==> src/rtl/hamming_tx_serial.sv <==
// rtl/hamming_tx_serial.sv - Hamming(15,11) encoder with start-bit framed serial transmitter
module hamming_tx_serial (
  input  logic        clk,
  input  logic        rst_n,
  input  logic [10:0] dado_in,
  input  logic        dado_valido,
  output logic        pronto,
  output logic        serial_out,
  output logic [14:0] palavra,
  output logic        ocupado,
  output logic        fim_quadro
);

  typedef enum logic [1:0] {OCIOSO, START, DADOS} estado_t;

  estado_t     estado;
  logic [3:0]  contador;
  logic [14:0] dados_pos;
  logic [14:0] codigo;

  // Data bits occupy the non-power-of-two positions; parity slots start at zero.
  assign dados_pos = {dado_in[10:4], 1'b0, dado_in[3:1], 1'b0, dado_in[0], 2'b00};

  always_comb begin
    codigo    = dados_pos;
    codigo[0] = ^{dados_pos[2], dados_pos[4], dados_pos[6], dados_pos[8],
                  dados_pos[10], dados_pos[12], dados_pos[14]};
    codigo[1] = ^{dados_pos[2], dados_pos[5], dados_pos[6], dados_pos[9],
                  dados_pos[10], dados_pos[13], dados_pos[14]};
    codigo[3] = ^{dados_pos[4], dados_pos[5], dados_pos[6], dados_pos[11],
                  dados_pos[12], dados_pos[13], dados_pos[14]};
    codigo[7] = ^dados_pos[14:8];
  end

  assign pronto = (estado == OCIOSO) && rst_n;

  always_ff @(posedge clk) begin
    if (!rst_n) begin
      estado     <= OCIOSO;
      contador   <= '0;
      palavra    <= '0;
      serial_out <= 1'b1;
      ocupado    <= 1'b0;
      fim_quadro <= 1'b0;
    end else begin
      fim_quadro <= 1'b0;
      case (estado)
        OCIOSO: begin
          serial_out <= 1'b1;
          if (dado_valido) begin
            palavra    <= codigo;
            estado     <= START;
            serial_out <= 1'b0;
            ocupado    <= 1'b1;
          end
        end
        START: begin
          estado     <= DADOS;
          contador   <= '0;
          serial_out <= palavra[0];
        end
        DADOS: begin
          if (contador == 4'd14) begin
            estado     <= OCIOSO;
            contador   <= '0;
            serial_out <= 1'b1;
            ocupado    <= 1'b0;
            fim_quadro <= 1'b1;
          end else begin
            contador   <= contador + 4'd1;
            serial_out <= palavra[contador + 4'd1];
          end
        end
        default: begin
          estado     <= OCIOSO;
          serial_out <= 1'b1;
          ocupado    <= 1'b0;
        end
      endcase
    end
  end

endmodule
==> config.mk <==
export PLATFORM = sky130hd
export DESIGN_NAME = hamming_tx_serial
export DESIGN_NICKNAME = d
export VERILOG_FILES = /design/src/rtl/hamming_tx_serial.sv
export SDC_FILE = /design/constraint.sdc
export NUM_CORES = 1
export LEC_CHECK = 0
export BUFFER_PORTS_ARGS = -buffer_cell sky130_fd_sc_hd__buf_4
export CAP_MARGIN = 0
export CORE_MARGIN = 5
export CORE_UTILIZATION = 48
export CTS_CLUSTER_DIAMETER = 200
export DETAILED_ROUTE_END_ITERATION = 7
export PLACE_DENSITY = 0.71
export SLEW_MARGIN = 20
export SYNTH_ARGS = -nofsm -noshare
export SYNTH_HDL_FRONTEND = slang
export SYNTH_SLANG_ARGS = --single-unit
==> constraint.sdc <==
create_clock -name clk -period 4.1 [get_ports clk]
set_input_delay 0.41 -clock clk [delete_from_list [all_inputs] [get_ports clk]]
set_output_delay 0.41 -clock clk [all_outputs]
set_load 0.02 [all_outputs]
=== Word-level counts from Yosys, hierarchy flattened ===
Index checks and enable logic that the tools add are counted.

* Flip-flop bits (word level): 24
* Output and inout port bits: 19
* Word-level logic and storage cells: 39

* Add/subtract/negate cells: 1
* $lt $le $gt $ge: 1
* Eq/ne operators: 5
* Mux-type cells: 14
* Bitwise operators: 1
* Reductions and logical operators: 11

{| class="wikitable"
|+ Operators with widths
! cell !! count
|-
| XOR reduction 7 bit || 4
|-
| one-hot mux 4 bit (2 select lines) || 1
|-
| two-way mux 1 bit || 6
|-
| one-hot mux 1 bit (3 select lines) || 2
|-
| one-hot mux 2 bit (3 select lines) || 1
|-
| AND reduction 2 bit || 3
|-
| < comparator 4 x 5 -> 1 bit (second input constant) || 1
|-
| adder 4 x 1 -> 4 bit (second input constant) || 1
|-
| binary-select mux 1 bit (select 4 bit) || 1
|-
| equality test 4 bit (second input constant) || 1
|-
| two-way mux 2 bit || 2
|-
| two-way mux 4 bit || 1
|-
| inequality test 2 bit (second input constant) || 2
|-
| AND reduction 3 bit || 1
|-
| equality test 2 x 1 -> 1 bit (second input constant) || 1
|-
| equality test 2 bit (second input constant) || 1
|-
| zero test 2 bit || 1
|-
| nonzero test 2 bit || 1
|-
| logical AND 1 bit || 1
|-
| NOT 1 bit || 1
|}

=== Logic depth before layout (Yosys ltp) ===
* Word-level depth: 5
* Depth in mapped cells: 7
* Depth with buffers taken out: 6

=== Least setup slack after synthesis ===
No wires, ideal clock.

* Kind: flip-flop to flip-flop
* Start: reg contador[0]
* End: reg serial_out
* Arrival time: 1.528 ns
* Required time: 3.956 ns
* Path slack: 2.428 ns
* Stages on the path, launching flop included: 8
* Cells stage by stage: dfxtp_1 buf_6 inv_1 ha_1 mux4_1 mux2_2 nand3_2 o211ai_2

* Longest elaborated chain between the ends: 5
* Elaborated cells between the ends (all ways): 6
* Classes of those cells: add/sub: 1; eq/ne: 1; mux: 4

{| class="wikitable"
|+ RTL lines
! what !! line !! text
|-
| from (decl) || 17 || <nowiki>logic [3:0] contador;</nowiki>
|-
| from (signal assigned) || 70 || <nowiki>contador <= contador + 4'd1;</nowiki>
|-
| adder 4 x 1 -> 4 bit || 71 || <nowiki>serial_out <= palavra[contador + 4'd1];</nowiki>
|-
| binary-select mux 1 bit (select 4 bit) || 71 ||
|-
| two-way mux 1 bit (not written as such) || 71 ||
|-
| two-way mux 1 bit * || 63 || <nowiki>if (contador == 4'd14) begin</nowiki>
|-
| one-hot mux 1 bit (3 select lines) * || 47 || <nowiki>case (estado)</nowiki>
|-
| to (signal assigned) || 60 || <nowiki>serial_out <= palavra[0];</nowiki>
|-
| to (signal assigned) || 71 ||
|-
| to (decl) || 8 || <nowiki>output logic serial_out,</nowiki>
|}

Mark *: on every way between the ends. The rest lies on a longest branch, timed or not. The select of a mux whose other input is x is not followed.
A chain may end at the register's enable or synchronous reset.

=== Worst setup path in the final report ===
Ends and elaborated chain as after synthesis.

==> run summary <==
RSZ-0062 raised after global routing: no
PortBufs: 32
CP arrival: 2.11 ns
Fin Setup TNS: 0 ns
GRT met3 Usage: 0.01799
Clk sinks: 24
Most instantiated library cell after synthesis: nand2_1
Die height: 62.86 microns
GPL Wtd Cong: 0.7981
Hold Fails Final Rpt: 0
Status: finished clean
WS Path Type: flop to flop
GRT Overall Usage: 0.1615
Post-Place Cells: 210
1st-pass router iterations: 4
Post-Route Skew: 0.0009507 ns
CTS buffer count: 3
Leading cell types by count after synthesis: nand2_1, dfxtp_1, a21oi_1, xnor2_1
Post-CTS Setup Inserts: 0
Largest net degree at the start of global routing: 19
FF+latch count, synth: 24
Fill cells: 253
Final Max Slew Viols: 0
Leak pwr: 0.6703 nW
Worst path required time: 4.29 ns
Vias in the first global route: 1211
Die W: 62.86 microns
GRT Max-Usage Layer: met2
Fraction of registers with async set/reset: 0
Antenna violations before repair: 0
Multi-input logic area: 803.3 sq um
Hold WS: 0.3439 ns
Core area: 2710 sq um
Slew @ Worst Pin: 0.5095 ns
Period minus WS final: 1.922 ns
Die area: 3951 sq um
Layout Cells excl Fill: 214
Met1 usage: 0.1903
Via density: 5.477
Syn nets: 174
Peak Freq: 520.2 MHz
Hpwl dp: 2427 microns
Fin crit share: 0.4689
Nets: 205
Post-synthesis cell type count: 33
H-tree depth: 1
Synth top area cells: dfxtp_1, xnor2_1, nand2_1
Placed cell area: 1589 sq um
Worst Hold Class: input port to flop
Ys flop type: dfxtp_1
CP Max Fanout: 8
Power, Total: 0.6165 mW
Yosys top cell by area: dfxtp_1
Crit end category: flop
Slew headroom: 0.6582
Area growth from synthesis to layout: 22.39%
Worst-path clk slew: 0.13 ns
CTS root buffer: clkbuf_4
CTS resizes: 0
FF+latch area: 480.5 sq um
Initial DRC count: 43
CTS tree: done
Final instance area: 1642 sq um
Clock Latency Late Sink: 0.31 ns
Power Dens Cells: 375.6 nW/um^2
Initial Util: 0.4949
# DRC: 0
# hold bufs at CTS: 0
Rows: 19
Post-DR wirelength/cell: 14.41 microns
Top-area cell type share of the netlist area: 0.3582
Max rail drop VDD: 0.3102 mV
First-pass GRT wire length: 5271 microns
Final setup viols: 0
Via count: 1172
Layout cells sized above 1: 0.2186
Sequential share of the synthesized area: 0.3582
Number of synthesized flops with an enable pin: 0
Post-Route WL: 3083 microns
Maximum clock path buffer count: 2
Cell area after synthesis: 1341 sq um
Overflow after GRT: 0
Global-route track usage on met2: 0.2885
Remaining antenna violation count after routing: 0
IO Count: 33
Post-Synthesis Cells: 153
Ant diodes: 0
CP startpoint kind: flop
Total of warnings raised by yosys: 0
Total of max-cap violations: 0
Post-synthesis area per instance: 8.767 sq um
-- layout make-up --
cell class,count,share of cell area
Multi-Input combinational cell,116,0.4893
Sequential cell,24,0.2927
Timing Repair Buffer,32,0.1463
Tap cell,31,0.02363
Clock inverter,1,0.01829
Inverter,7,0.01601
Clock buffer,3,0.01372
-- cells by family (layout without fill, tap and decap cells) --
kind of cell,after synthesis,after routing,synth area share
AOI/OAI and AO/OA,31,31,0.1334
xor gates and xnor gates,21,21,0.1371
adders and majority gates,7,7,0.06530
buffers and inverters,13,43,0.04290
DFF,24,24,0.3582
muxes,6,6,0.08396
and+or+nand+nor,51,51,0.1791
-- cell usage in the layout, fill, tap and decap left out, drive strengths merged --
cell type / Yosys / layout
bufinv: 0 / 1
a2111oi: 1 / 1
nor2b: 2 / 2
a31oi: 1 / 1
a21boi: 1 / 1
xor2: 4 / 4
dfxtp: 24 / 24
nand3: 8 / 8
nand2: 26 / 26
and3: 1 / 1
a21oi: 17 / 17
xnor2: 17 / 17
mux4: 3 / 3
nand2b: 1 / 1
o31ai: 1 / 1
o21ai: 7 / 7
mux2: 3 / 3
clkbuf: 3 / 3
buf: 3 / 32
o211ai: 1 / 1
and2: 3 / 3
a221o: 1 / 1
nand3b: 2 / 2
inv: 6 / 6
nand4b: 1 / 1
ha: 7 / 7
clkinv: 1 / 1
nor2: 4 / 4
nor3: 3 / 3
o22ai: 1 / 1
-- per-stage QoR --
step | setup WS, ns | utilization
final | 2.178 | 0.6057
after detailed placement | 2.195 | 0.5863
after floorplan | 2.428 | -
after global routing | 2.091 | 0.6057
after global placement | 2.296 | 0.5863
after CTS | 2.169 | 0.6057
-- critical path: stages, from the launching register on --
cell and delay [ns]:
dfxtp_1 0.52, inv_1 0.11, ha_1 0.41, mux4_1 0.31, mux2_2 0.29, nand3_2 0.08, o211ai_2 0.08
-- state kept, by name (all words and copies together) (netlist names) --
register    cells
fim_quadro      1
serial_out      1
ocupado         1
estado          2
palavra        15
contador        4
-- routing by layer --
layer / vias up / routed length, microns
li1: 584 / -
met1: 554 / 1308
met2: 32 / 1631
met3: 2 / 112
met4: 0 / 31
met5: - / 0
-- where the power goes --
group / switching, mW / total [mW] / internal, mW
Clock: 0.0728 / 0.172 / 0.0988
Combinational: 0.0950 / 0.173 / 0.0783
Sequential: 0.0181 / 0.272 / 0.254
Total: 0.186 / 0.617 / 0.431
-- worst paths after layout --
kind                                          startpoint                  endpoint  slack (ns)  depth (start not counted)
worst max-delay path            contador[0]$_SDFFE_PN0P_     serial_out$_SDFF_PN1_        2.18                          6
worst min-delay path                          dado_in[0]   palavra[2]$_SDFFE_PN0P_        0.34                          3
worst max register to register  contador[0]$_SDFFE_PN0P_     serial_out$_SDFF_PN1_        2.18                          6
worst min register to register  palavra[11]$_SDFFE_PN0P_  palavra[11]$_SDFFE_PN0P_        0.49                          2
No activity file was read; power rests on OpenSTA's default activity.
